<file path="config.mk">
export PLATFORM = sky130hd
export DESIGN_NAME = log2lin_interp_pipe
export DESIGN_NICKNAME = d
export VERILOG_FILES = /design/src/rtl/log2lin_interp_pipe.sv
export SDC_FILE = /design/constraint.sdc
export NUM_CORES = 1
export LEC_CHECK = 0
export BUFFER_PORTS_ARGS = -buffer_cell sky130_fd_sc_hd__buf_2
export CORE_UTILIZATION = 25
export CTS_BUF_LIST = sky130_fd_sc_hd__clkbuf_16
export CTS_CLUSTER_DIAMETER = 40
export DETAILED_ROUTE_END_ITERATION = 12
export GPL_TIMING_DRIVEN = 0
export PLACE_DENSITY_LB_ADDON = 0.15
export SYNTH_ARGS = -nofsm -noshare
export SYNTH_HDL_FRONTEND = slang
export SYNTH_SLANG_ARGS = --single-unit
export TNS_END_PERCENT = 50
</file>
<file path="constraint.sdc">
create_clock -name clk -period 11.5 [get_ports clk]
set_input_delay 0 -clock clk [delete_from_list [all_inputs] [get_ports clk]]
set_output_delay 0 -clock clk [all_outputs]
set_load 0.005 [all_outputs]
</file>
<file path="src/rtl/log2lin_interp_pipe.sv">
// rtl/log2lin_interp_pipe.sv - pipelined log-to-linear converter with table interpolation
module log2lin_interp_pipe #(
    parameter int INT_W  = 7,
    parameter int FRAC_W = 6,
    parameter int DATA_W = 9,
    parameter int CH_W   = 5,
    parameter int STEP   = 16
) (
    input  logic                     clk,
    input  logic                     reset,
    input  logic                     in_valid,
    output logic                     in_ready,
    input  logic                     in_sign,
    input  logic [INT_W+FRAC_W-1:0]  in_addr,
    input  logic [INT_W+FRAC_W-1:0]  in_att,
    input  logic [CH_W-1:0]          in_ch,
    input  logic                     in_twos,
    output logic                     out_valid,
    input  logic                     out_ready,
    output logic [DATA_W:0]          out_data,
    output logic [CH_W-1:0]          out_ch
);
    localparam int A_W   = INT_W + FRAC_W;
    localparam int DEPTH = 1 << INT_W;
    localparam int Q     = 62;
    localparam int PW    = FRAC_W + DATA_W + 2;

    // Q62 fixed-point helpers used only at elaboration to build the exponential table.
    function automatic logic [63:0] qmul(input logic [63:0] a, input logic [63:0] b);
        logic [127:0] p;
        p = {64'd0, a} * {64'd0, b};
        return 64'(p >> Q);
    endfunction

    // Bisection for r = 2^(-1/STEP): largest r whose STEP-th power does not exceed one half.
    function automatic logic [63:0] root_half();
        logic [63:0] lo, hi, mid, pw;
        lo = 64'd1 << (Q - 1);
        hi = 64'd1 << Q;
        for (int it = 0; it < Q; it++) begin
            mid = (lo + hi) >> 1;
            pw  = 64'd1 << Q;
            for (int j = 0; j < STEP; j++) pw = qmul(pw, mid);
            if (pw <= (64'd1 << (Q - 1))) lo = mid;
            else                          hi = mid;
        end
        return lo;
    endfunction

    // Whole octaves are applied as exact shifts so entries such as k=STEP round exactly.
    function automatic logic [DEPTH*DATA_W-1:0] build_rom();
        logic [DEPTH*DATA_W-1:0] rom;
        logic [63:0]             r, f;
        int                      sh;
        rom = '0;
        r   = root_half();
        for (int k = 0; k < DEPTH - 1; k++) begin
            f = 64'd1 << Q;
            for (int j = 0; j < k % STEP; j++) f = qmul(f, r);
            sh = Q + k / STEP;
            rom[k*DATA_W +: DATA_W] = DATA_W'((128'((1 << DATA_W) - 1) * {64'd0, f}
                                               + (128'd1 << (sh - 1))) >> sh);
        end
        return rom;
    endfunction

    localparam logic [DEPTH*DATA_W-1:0] ROM = build_rom();

    logic [DATA_W-1:0] rom_mem [DEPTH];
    for (genvar g = 0; g < DEPTH; g++) begin : g_rom
        assign rom_mem[g] = ROM[g*DATA_W +: DATA_W];
    end

    logic adv;
    assign adv      = out_ready | ~out_valid;
    assign in_ready = adv;

    logic              s1_valid, s2_valid, s3_valid;
    logic              s1_sign, s2_sign, s3_sign;
    logic              s1_twos, s2_twos, s3_twos;
    logic [CH_W-1:0]   s1_ch, s2_ch, s3_ch;
    logic [A_W-1:0]    s1_a;
    logic [DATA_W-1:0] s2_d0, s2_d1, s3_m;
    logic [FRAC_W-1:0] s2_w;

    logic [A_W:0]              sum;
    logic [A_W-1:0]            a_sat;
    logic [INT_W-1:0]          idx, idx1;
    logic signed [DATA_W:0]    diff;
    logic signed [PW-1:0]      prod;
    logic [DATA_W-1:0]         m_next;
    logic [DATA_W:0]           mext, fmt;

    always_comb begin
        sum   = {1'b0, in_addr} + {1'b0, in_att};
        a_sat = sum[A_W] ? '1 : sum[A_W-1:0];
        idx   = s1_a[A_W-1:FRAC_W];
        idx1  = (&idx) ? idx : idx + INT_W'(1);
    end

    // Interpolation: diff is never positive, so the floor shift pulls m down from d0 toward d1.
    always_comb begin
        diff   = $signed({1'b0, s2_d1}) - $signed({1'b0, s2_d0});
        prod   = PW'($signed({1'b0, s2_w})) * PW'(diff);
        m_next = DATA_W'(PW'($signed({1'b0, s2_d0})) + (prod >>> FRAC_W));
    end

    always_comb begin
        mext = {1'b0, s3_m};
        if (s3_twos) fmt = s3_sign ? (~mext + 1'b1) : mext;
        else         fmt = {s3_sign, s3_m};
    end

    always_ff @(posedge clk) begin
        if (!reset) begin
            s1_valid  <= 1'b0;
            s2_valid  <= 1'b0;
            s3_valid  <= 1'b0;
            out_valid <= 1'b0;
            out_data  <= '0;
            out_ch    <= '0;
        end else if (adv) begin
            s1_valid  <= in_valid;
            s2_valid  <= s1_valid;
            s3_valid  <= s2_valid;
            out_valid <= s3_valid;
            out_data  <= fmt;
            out_ch    <= s3_ch;
        end
    end

    always_ff @(posedge clk) begin
        if (adv) begin
            s1_sign <= in_sign;
            s1_twos <= in_twos;
            s1_ch   <= in_ch;
            s1_a    <= a_sat;
            s2_d0   <= rom_mem[idx];
            s2_d1   <= rom_mem[idx1];
            s2_w    <= s1_a[FRAC_W-1:0];
            s2_sign <= s1_sign;
            s2_twos <= s1_twos;
            s2_ch   <= s1_ch;
            s3_m    <= m_next;
            s3_sign <= s2_sign;
            s3_twos <= s2_twos;
            s3_ch   <= s2_ch;
        end
    end
endmodule

</file>
==> results of run 1 <==
-- cells in the final DEF, fill, tap and decap left out, types with 19 or more instances in the layout --
cell	netlist	routed
nand2_1	93	93
inv_1	84	84
ha_1	75	75
buf_2	15	67
edfxtp_1	67	67
a21oi_1	58	58
nor2_1	51	51
o21ai_0	48	48
fa_1	40	40
and2_1	38	38
clkbuf_1	29	28
nand3_1	26	26
xnor2_1	26	26
nor3_1	21	21
dfxtp_1	19	19
-- layout make-up --
type                       count  area (sq um)
fill                        3623         23800
multi-input combinational    720          5570
sequential                    86          2390
tap                          448           561
timing repair buffer          62           378
inverter                      85           319
buffer                        55           270
clock buffer                   9           225
clock inverter                 7           101
-- repair_timing --
action / 4_1_cts / 5_1_grt
setup endpoints to repair: 0 / 0
hold buffers: 9 / 0
endpoints found under the hold margin: 9 / 0
-- path summary, 6_finish.rpt --
| path | from | to | slack (ps) | depth (start not counted) |
|---|---|---|---|---|
| setup reg to reg | s2_d0[0] | s3_m[8] | 3900 | 27 |
| hold reg to reg | s2_twos | s3_twos | 410 | 0 |
| setup / recovery | s2_d0[0] | s3_m[8] | 3900 | 27 |
| hold / removal | in_att[0] | s1_a[0] | 50 | 3 |
-- through the flow --
step | instances | cell area (sq um) | setup slack (ps) | util (%)
after CTS | 1472 | 9820 | 3820 | 29.2
after detailed placement | 1447 | 9400 | 3840 | 28.0
after floorplan | 946 | 8550 | 4690 | -
after global routing | 1472 | 9820 | 3350 | 29.2
final | 1472 | 9820 | 3900 | 29.2
after global placement | 1446 | 9370 | 3840 | 27.9
-- registers in the layout (all words and copies together) (netlist names), 5 cells and up --
register  count
out_ch        5
s3_ch         5
s1_a         13
out_data     10
s1_ch         5
s2_d0         9
s2_w          6
s2_d1         9
s2_ch         5
s3_m          9
-- metal layers --
layer  part of all wire, %  GRT usage, %  routed length [um]
met4                   1.6          3.40                 381
met2                    46          22.2               10800
met1                    48          19.4               11400
met5                     0             0                   0
met3                   4.3          1.56                1000
-- cells by family after synthesis --
| kind of cell | after synthesis |
|---|---|
| DFF | 86 |
| xor gates and xnor gates | 46 |
| muxes | 7 |
| buffers and inverters | 140 |
| adders and majority gates | 115 |
| and+or+nand+nor | 297 |
| AOI/OAI and AO/OA | 255 |
-- worst max-delay path: stages, from the launching register on --
cell	delay, ps
edfxtp_1	410
ha_1	250
fa_1	410
nor2b_1	120
o21ai_0	100
a21boi_0	250
o21ai_0	150
nand2_1	100
xor2_1	510
and2_1	230
fa_1	430
fa_1	490
fa_1	550
inv_1	50
fa_1	530
inv_1	40
ha_1	340
and3_1	180
a21oi_1	180
a31oi_1	180
a21o_1	230
xor2_1	150
ha_1	340
or2_2	310
a21oi_1	140
a21oi_1	70
xnor2_1	170
xnor3_1	440
==> flow_summary.yaml, run 1 <==
synthesis:
  synth_top_family_by_area: "compound AO/OA/AOI/OAI gates"
  synth_warnings: 0
  ys.flop_type: "edfxtp_1"
  synth-adder-area-share_pct: 20.3
  ys_ff_latch: 86
  synth_area_leaders: "edfxtp_1 24%, ha_1 11%, fa_1 9.4%, dfxtp_1 4.4%, nand2_1 4.1%"
  synth_nets: 1098
  synth.area.mux_share_pct: 1.13
  seq_area_frac_synth_pct: 28.0
  synth_top_cell_area_share_pct: 23.5
  synth_compound_gate_area_share_pct: 21.1
  yosysMostFrequentCell: "nand2_1"
  synthDistinctLibCells: 83
  synth_cells: 946
  syn_area_per_cell_sq_um: 9.04
  synth-simple-area-share_pct: 17.4
  synth_xor_area_share_pct: 5.18
  synth.top_cells.by_count: "93 x nand2_1, 84 x inv_1, 75 x ha_1"
  synth-edff-count: 67
  synth_top_area_cell: "edfxtp_1"
  async_reset_ff_share_pct: 0
  syn_area_sq_mm: 0.00855
setup_path:
  arrival_ps: 7680
  critPathCaptureType: "flop"
  cp.required_ps: 11580
  crit_path_start_kind: "flop"
  crit_fanout: 6
  crit_type: "flop to flop"
sta:
  worst_hold_slack_ps: 47.3
  tightest_slew_ps: 717
  fin_crit_sh_pct: 66.1
  setup_tns_ps: 0
  rsz0062_at_grt: "no"
  slew_headroom_pct: 51.8
  slew_violations: 0
  fin_crit_ps: 7600
  finalHoldViolations: 0
  fin_skew_ps: 14.0
  setup_viol: 0
  fmax_mhz: 132
drt:
  post-route-drc-count: 0
  antenna_left: 0
  routed_via_density: 4.85
  wl_per_cell_um: 16.0
  first_pass_iters: 5
  via_count: 7140
  drtIter0Drc: 436
  wl_um: 23600
clocking:
  cts.sinks: 86
  root_buffer: "clkbuf_16"
  cts_tree: "done"
  post_cts_buffers: 0
  clkLatencyLatePin_ps: 340
  numCtsBuffers: 9
  cts_resized: 0
  cts.clk_slew.worst_paths_ps: 70
  clock_path_buffers: 2
  h-tree-depth: 3
floorplan:
  die_h_um: 187
  io_pins: 54
  start_util_pct: 25.4
  rows: 67
  die-width_um: 187
  dieArea_sq_mm: 0.0349
  core_area_sq_mm: 0.0336
cells_and_area:
  areaGrowthSynthToFinish_pct: 14.8
  drive_above_1_share_pct: 12.3
  diodes: 0
  num-nets-final: 1171
global_route:
  grt_usage_pct: 13.7
  grt_overflow: 0
  grt_max_degree: 63
  grt_pass1_wl_um: 38600
  antenna_found_initial: 0
  grt_pass1_vias: 7080
placement:
  numPortBuffers: 52
  place_congestion: 0.915
  dp_hpwl_um: 18500
status:
  status: "complete, no violations"
job:
  drv_cap: 0
hold_path:
  min_path_type: "input pin to flop"
Power of run 1 is left out: the tool's default activity adds up to more than one toggle a clock period on the data nets, which glitch-free logic cannot reach.
==> run 2: changes to the inputs <==
==> constraint.sdc (replaced) <==
create_clock -name clk -period 7.31 [get_ports clk]
set_input_delay 0 -clock clk [delete_from_list [all_inputs] [get_ports clk]]
set_output_delay 0 -clock clk [all_outputs]
set_load 0.005 [all_outputs]
==> run 2 against run 1 <==
Compared with the run above:
- clock skew decreased by 0.58 ps
- register-to-register slack got worse by 3500 ps
- non-clock buffer count increased by 8
- worst hold slack improved by 2.0 ps
- fmax increased by 11%
- setup slack got worse by 3500 ps
- sequential share of layout area decreased by 0.45 points
- die area unchanged
- largest cell class unchanged
==> flow_summary.yaml, run 2 (same netlist as run 1, synthesis figures left out) <==
setup_path:
  crit_slowest_cell: "fa_1"
  cp_common_cell: "fa_1"
  crit_type: "flop to flop"
  r2r-end: "s3_m[8]"
  cpLargestDelayFamily: "adder cells"
  arrival_ps: 6950
  regToRegSetupSlack_ps: 440
  crit_path_start_kind: "flop"
  cp.required_ps: 7390
  cpPeakStageDelay_ps: 560
  reg2reg_depth: 27
  reg2reg_from: "s2_d0[0]"
  critPathCaptureType: "flop"
  worst-path-buf-inv: 2
  crit_fanout: 6
drt:
  first_pass_iters: 5
  post-route-drc-count: 0
  routed_via_density: 4.85
  wl_per_cell_um: 15.9
  drtIter0Drc: 389
  wl_um: 23600
  antenna_left: 0
  via_count: 7181
global_route:
  antenna_found_initial: 0
  grt_max_degree: 63
  grt_pass1_vias: 7101
  grt_pass1_wl_um: 38700
  grt_overflow: 0
  grt_usage_pct: 13.8
hold_path:
  min_path_type: "input pin to flop"
  hold_path_depth: 3
  hold_path_startpoint: "in_att[0]"
  min_to: "s1_a[0]"
placement:
  dp_hpwl_um: 18500
  dp_worst_setup_slack_ps: -353
  place_congestion: 0.915
  numPortBuffers: 52
sta:
  worst_slack_ps: 439
  tightest_slew_ps: 724
  fin_skew_ps: 13.4
  rsz0062_at_grt: "no"
  fin_crit_ps: 6870
  setup_tns_ps: 0
  fmax_mhz: 146
  finalHoldViolations: 0
  slew_violations: 0
  slew_headroom_pct: 51.4
  setup_viol: 0
  worst_hold_slack_ps: 49.3
  fin_crit_sh_pct: 94.0
clocking:
  cts.sinks: 86
  clkLatencyLatePin_ps: 340
  h-tree-depth: 3
  root_buffer: "clkbuf_16"
  clock_path_buffers: 2
  numCtsBuffers: 9
  cts_tree: "done"
  cts.clk_slew.worst_paths_ps: 70
floorplan:
  io_pins: 54
  die_h_um: 187
  rows: 67
  core_area_sq_mm: 0.0336
  dieArea_sq_mm: 0.0349
  die-width_um: 187
  start_util_pct: 25.4
job:
  drv_cap: 0
cells_and_area:
  final_common_cell: "nand2_1"
  top_register: "s1_a"
  fillers: 3608
  areaGrowthSynthToFinish_pct: 17.0
  largestRegisters: "s1_a (13), out_data (10)"
  diodes: 0
  largest_reg_flops: 13
  num-nets-final: 1179
  drive_above_1_share_pct: 14.8
  final_cell_mix: "92 x nand2_1, 84 x inv_1, 74 x ha_1, 67 x buf_2, 67 x edfxtp_1"
status:
  status: "complete, no violations"
## run 2: cell types whose count changed in the layout (fill, tap and decap cells not counted), moves of 2 or more
cell | before | now
a21oi_2 | 1 | 5
o21ai_0 | 48 | 45
o21ai_1 | 2 | 4
a21oi_1 | 58 | 53
xnor2_2 | 1 | 4
xnor2_1 | 26 | 23
buf_4 | 9 | 17
## run 2: layout make-up
| type | count | area [sq um] | area share, % |
|---|---|---|---|
| clock inverters | 7 | 101 | 1.01 |
| plain buffers | 55 | 270 | 2.70 |
| well taps | 448 | 561 | 5.60 |
| multi-input cells | 720 | 5700 | 56.9 |
| repair buffers | 70 | 438 | 4.38 |
| inverters | 85 | 319 | 3.19 |
| flip-flops and latches | 86 | 2390 | 23.9 |
| clock buffers | 9 | 225 | 2.25 |
## run 2: worst max path at each step
stage	startpoint	to	slack (ps)	depth (start not counted)
6_report	s2_d0[0]	s3_m[8]	440	27
5_1_grt	s2_d0[0]	s3_m[8]	20	27
4_1_cts	s2_d0[0]	s3_m[8]	120	27
3_5_place_dp	s2_d0[0]	s3_m[8]	-350	27
3_3_place_gp	s2_d0[0]	s3_m[8]	-350	27
2_1_floorplan	s2_d0[0]	s3_m[8]	500	27
## run 2: tightest hold or removal path: stages
cell and delay, ps:
buf_2 80, ha_1 110, nand2b_1 90
## run 2: timing repair
action                                  4_1_cts  5_1_grt
hold buffers                                  9        0
resized for setup                            10       18
endpoints found under the setup margin        1        1
pin swaps                                     3       10
setup buffers                                 1        7
endpoints found under the hold margin         9        0
## run 2: layer usage
metal	GRT usage [%]	share of wire, %	up-vias
met3	1.56	3.7	30
met2	22.2	46	174
met1	19.5	49	3439
li1	-	-	3538
met4	3.40	1.5	0
met5	0	0	-
## run 2: through the flow
step           utilization, %  std cells  instance area (sq um)
2_1_floorplan               -        946                   8550
4_1_cts                  29.4       1473                   9880
6_report                 29.8       1480                  10000
3_3_place_gp             27.9       1446                   9370
3_5_place_dp             28.0       1447                   9400
5_1_grt                  29.8       1480                  10000
Power of run 2 is left out for the same reason.
==> run 3: changes to the inputs <==
--- a/config.mk
+++ b/config.mk
@@ -6,12 +6,14 @@
 export NUM_CORES = 1
 export LEC_CHECK = 0
 export BUFFER_PORTS_ARGS = -buffer_cell sky130_fd_sc_hd__buf_2
+export CORE_MARGIN = 4
 export CORE_UTILIZATION = 25
 export CTS_BUF_LIST = sky130_fd_sc_hd__clkbuf_16
 export CTS_CLUSTER_DIAMETER = 40
 export DETAILED_ROUTE_END_ITERATION = 12
 export GPL_TIMING_DRIVEN = 0
 export PLACE_DENSITY_LB_ADDON = 0.15
+export RECOVER_POWER = 100
 export SYNTH_ARGS = -nofsm -noshare
 export SYNTH_HDL_FRONTEND = slang
 export SYNTH_SLANG_ARGS = --single-unit
==> run 3 against run 2 <==
Compared with the run above:
- the flow now finishes with violations (max-capacitance violations, max-slew violations)
- setup slack worse by 51 ps
- flip-flop and latch count unchanged
- via count about the same
- fmax down 0.74%
- sequential share of layout area up 0.25 points
- first-iteration DRC count up 30%
- clock skew down 4.9 ps
- global-route usage down 0.96 points
- core utilization down 0.31 points
- clock-buffer cell count up 1
- die area up 6.5%
- critical path type unchanged
==> flow_summary.yaml, run 3 (same netlist as run 1, synthesis figures left out) <==
sta:
  fin_skew_ps: 8.51
  setup_viol: 0
  slew_headroom_pct: -113
  fin_crit_ps: 6920
  fmax_mhz: 144
  slew_violations: 63
  fin_crit_sh_pct: 94.7
  finalHoldViolations: 0
  tightest_slew_ps: 3190
global_route:
  grt_max_degree: 63
  antenna_found_initial: 0
  grt_usage_pct: 12.8
  grt_pass1_vias: 7096
  grt_overflow: 0
  grt_pass1_wl_um: 38400
clocking:
  clkLatencyLatePin_ps: 340
  numCtsBuffers: 9
  root_buffer: "clkbuf_16"
  cts.clk_slew.worst_paths_ps: 70
  h-tree-depth: 3
  clock_path_buffers: 2
  cts_tree: "done"
  cts.sinks: 86
setup_path:
  reg2reg_depth: 27
  critPathCaptureType: "flop"
  r2r-end: "s3_m[8]"
  crit_path_start_kind: "flop"
  reg2reg_from: "s2_d0[0]"
  crit_type: "flop to flop"
  crit_path_start: "s2_d0[0]"
  cp.required_ps: 7390
  arrival_ps: 7000
  regToRegSetupSlack_ps: 390
  crit_fanout: 6
cells_and_area:
  final_common_cell: "nand2_1"
  top_register: "s1_a"
  largestRegisters: "s1_a (13), out_data (10)"
  areaGrowthSynthToFinish_pct: 15.8
  largest_reg_flops: 13
  drive_above_1_share_pct: 12.2
  num-nets-final: 1179
  fillers: 3612
  final_cell_mix: "92 x nand2_1, 84 x inv_1, 73 x ha_1, 67 x edfxtp_1, 54 x a21oi_1"
  diodes: 0
  fin_util_pct: 29.4
hold_path:
  min_path_type: "input pin to flop"
  hold_path_depth: 3
  hold_path_startpoint: "in_att[0]"
  min_to: "s1_a[0]"
floorplan:
  core_area_sq_mm: 0.0336
  die-width_um: 193
  dieArea_sq_mm: 0.0372
  rows: 67
  start_util_pct: 25.4
  die_h_um: 193
  io_pins: 54
drt:
  via_count: 7175
  drtIter0Drc: 504
  wl_per_cell_um: 15.8
  first_pass_iters: 5
  post-route-drc-count: 0
  wl_um: 23500
  routed_via_density: 4.85
  antenna_left: 0
placement:
  place_congestion: 0.893
  numPortBuffers: 52
  dp_hpwl_um: 18200
status:
  status: "finished with violations"
  violations: "max-capacitance violations, max-slew violations"
job:
  drv_cap: 1
run 3: cell types whose count changed in the layout (fill, tap and decap cells not counted), sizes merged:
| cell | change |
|---|---|
| buf | -21 |
| bufinv | -1 |
| clkbuf | +22 |
| clkinvlp | +1 |
| inv | -1 |
run 3: through the flow:
| stage | instance area [sq um] | hold slack, ps | instances | TNS (ps) | worst slack, ps |
|---|---|---|---|---|---|
| after floorplan | 8550 | 98.9 | 946 | 0 | 498 |
| after global placement | 9370 | 177 | 1446 | -370 | -370 |
| after detailed placement | 9400 | 178 | 1447 | -348 | -348 |
| after CTS | 9870 | 49.6 | 1473 | 0 | 141 |
| after global routing | 9900 | 61.7 | 1480 | -0.785 | -0.785 |
| final | 9900 | 58.3 | 1480 | 0 | 388 |
run 3: repair_timing:
| item | CTS | global route |
|---|---|---|
| endpoints found under the hold margin | 9 | 0 |
| resized for setup | 10 | 18 |
| cloned | 0 | 0 |
| setup buffers | 1 | 7 |
| endpoints found under the setup margin | 1 | 1 |
| pin swaps | 5 | 13 |
| hold buffers | 9 | 0 |
run 3: worst max-delay path, cell delays in order (launching register included):
cell and delay [ps]:
edfxtp_1 410, ha_2 210, fa_2 350, nor2b_1 110
o21ai_0 100, a21boi_1 250, o21ai_2 130, nand2_2 130
xor2_4 250, and2_1 180, fa_1 430, fa_1 480
fa_1 560, inv_1 60, fa_1 530, inv_1 40
ha_1 340, and3_1 190, a21oi_2 170, a31oi_4 120
a21o_1 220, xor2_1 150, ha_1 310, or2_2 290
a21oi_1 140, a21oi_1 70, xnor2_1 160, xnor3_1 270
run 3: cell type report:
type,count,area [sq um],share of cell area [%]
Buffer,55,254,2.57
Inverter,85,319,3.22
Sequential cell,86,2390,24.2
Tap cell,448,561,5.66
Clock inverter,6,72.6,0.733
Clock buffer,10,250,2.53
Timing Repair Buffer,70,393,3.97
Multi-Input combinational cell,720,5660,57.1
run 3: worst max path at each step:
stage                          to  slack (ps)
after global routing      s3_m[8]        -0.8
final                     s3_m[8]         390
after detailed placement  s3_m[8]        -350
after CTS                 s3_m[8]         140
after floorplan           s3_m[8]         500
after global placement    s3_m[8]        -370
run 3: metal layers:
metal / global-route usage, % / routed length (um) / vias up / share of wire, %
met3: 1.77 / 934 / 25 / 4.0
met5: 0 / 0 / - / 0
met2: 20.5 / 10900 / 172 / 47
met1: 18.3 / 11200 / 3442 / 48
met4: 3.02 / 364 / 0 / 1.6
li1: - / - / 3536 / -
Power of run 3 is left out for the same reason.
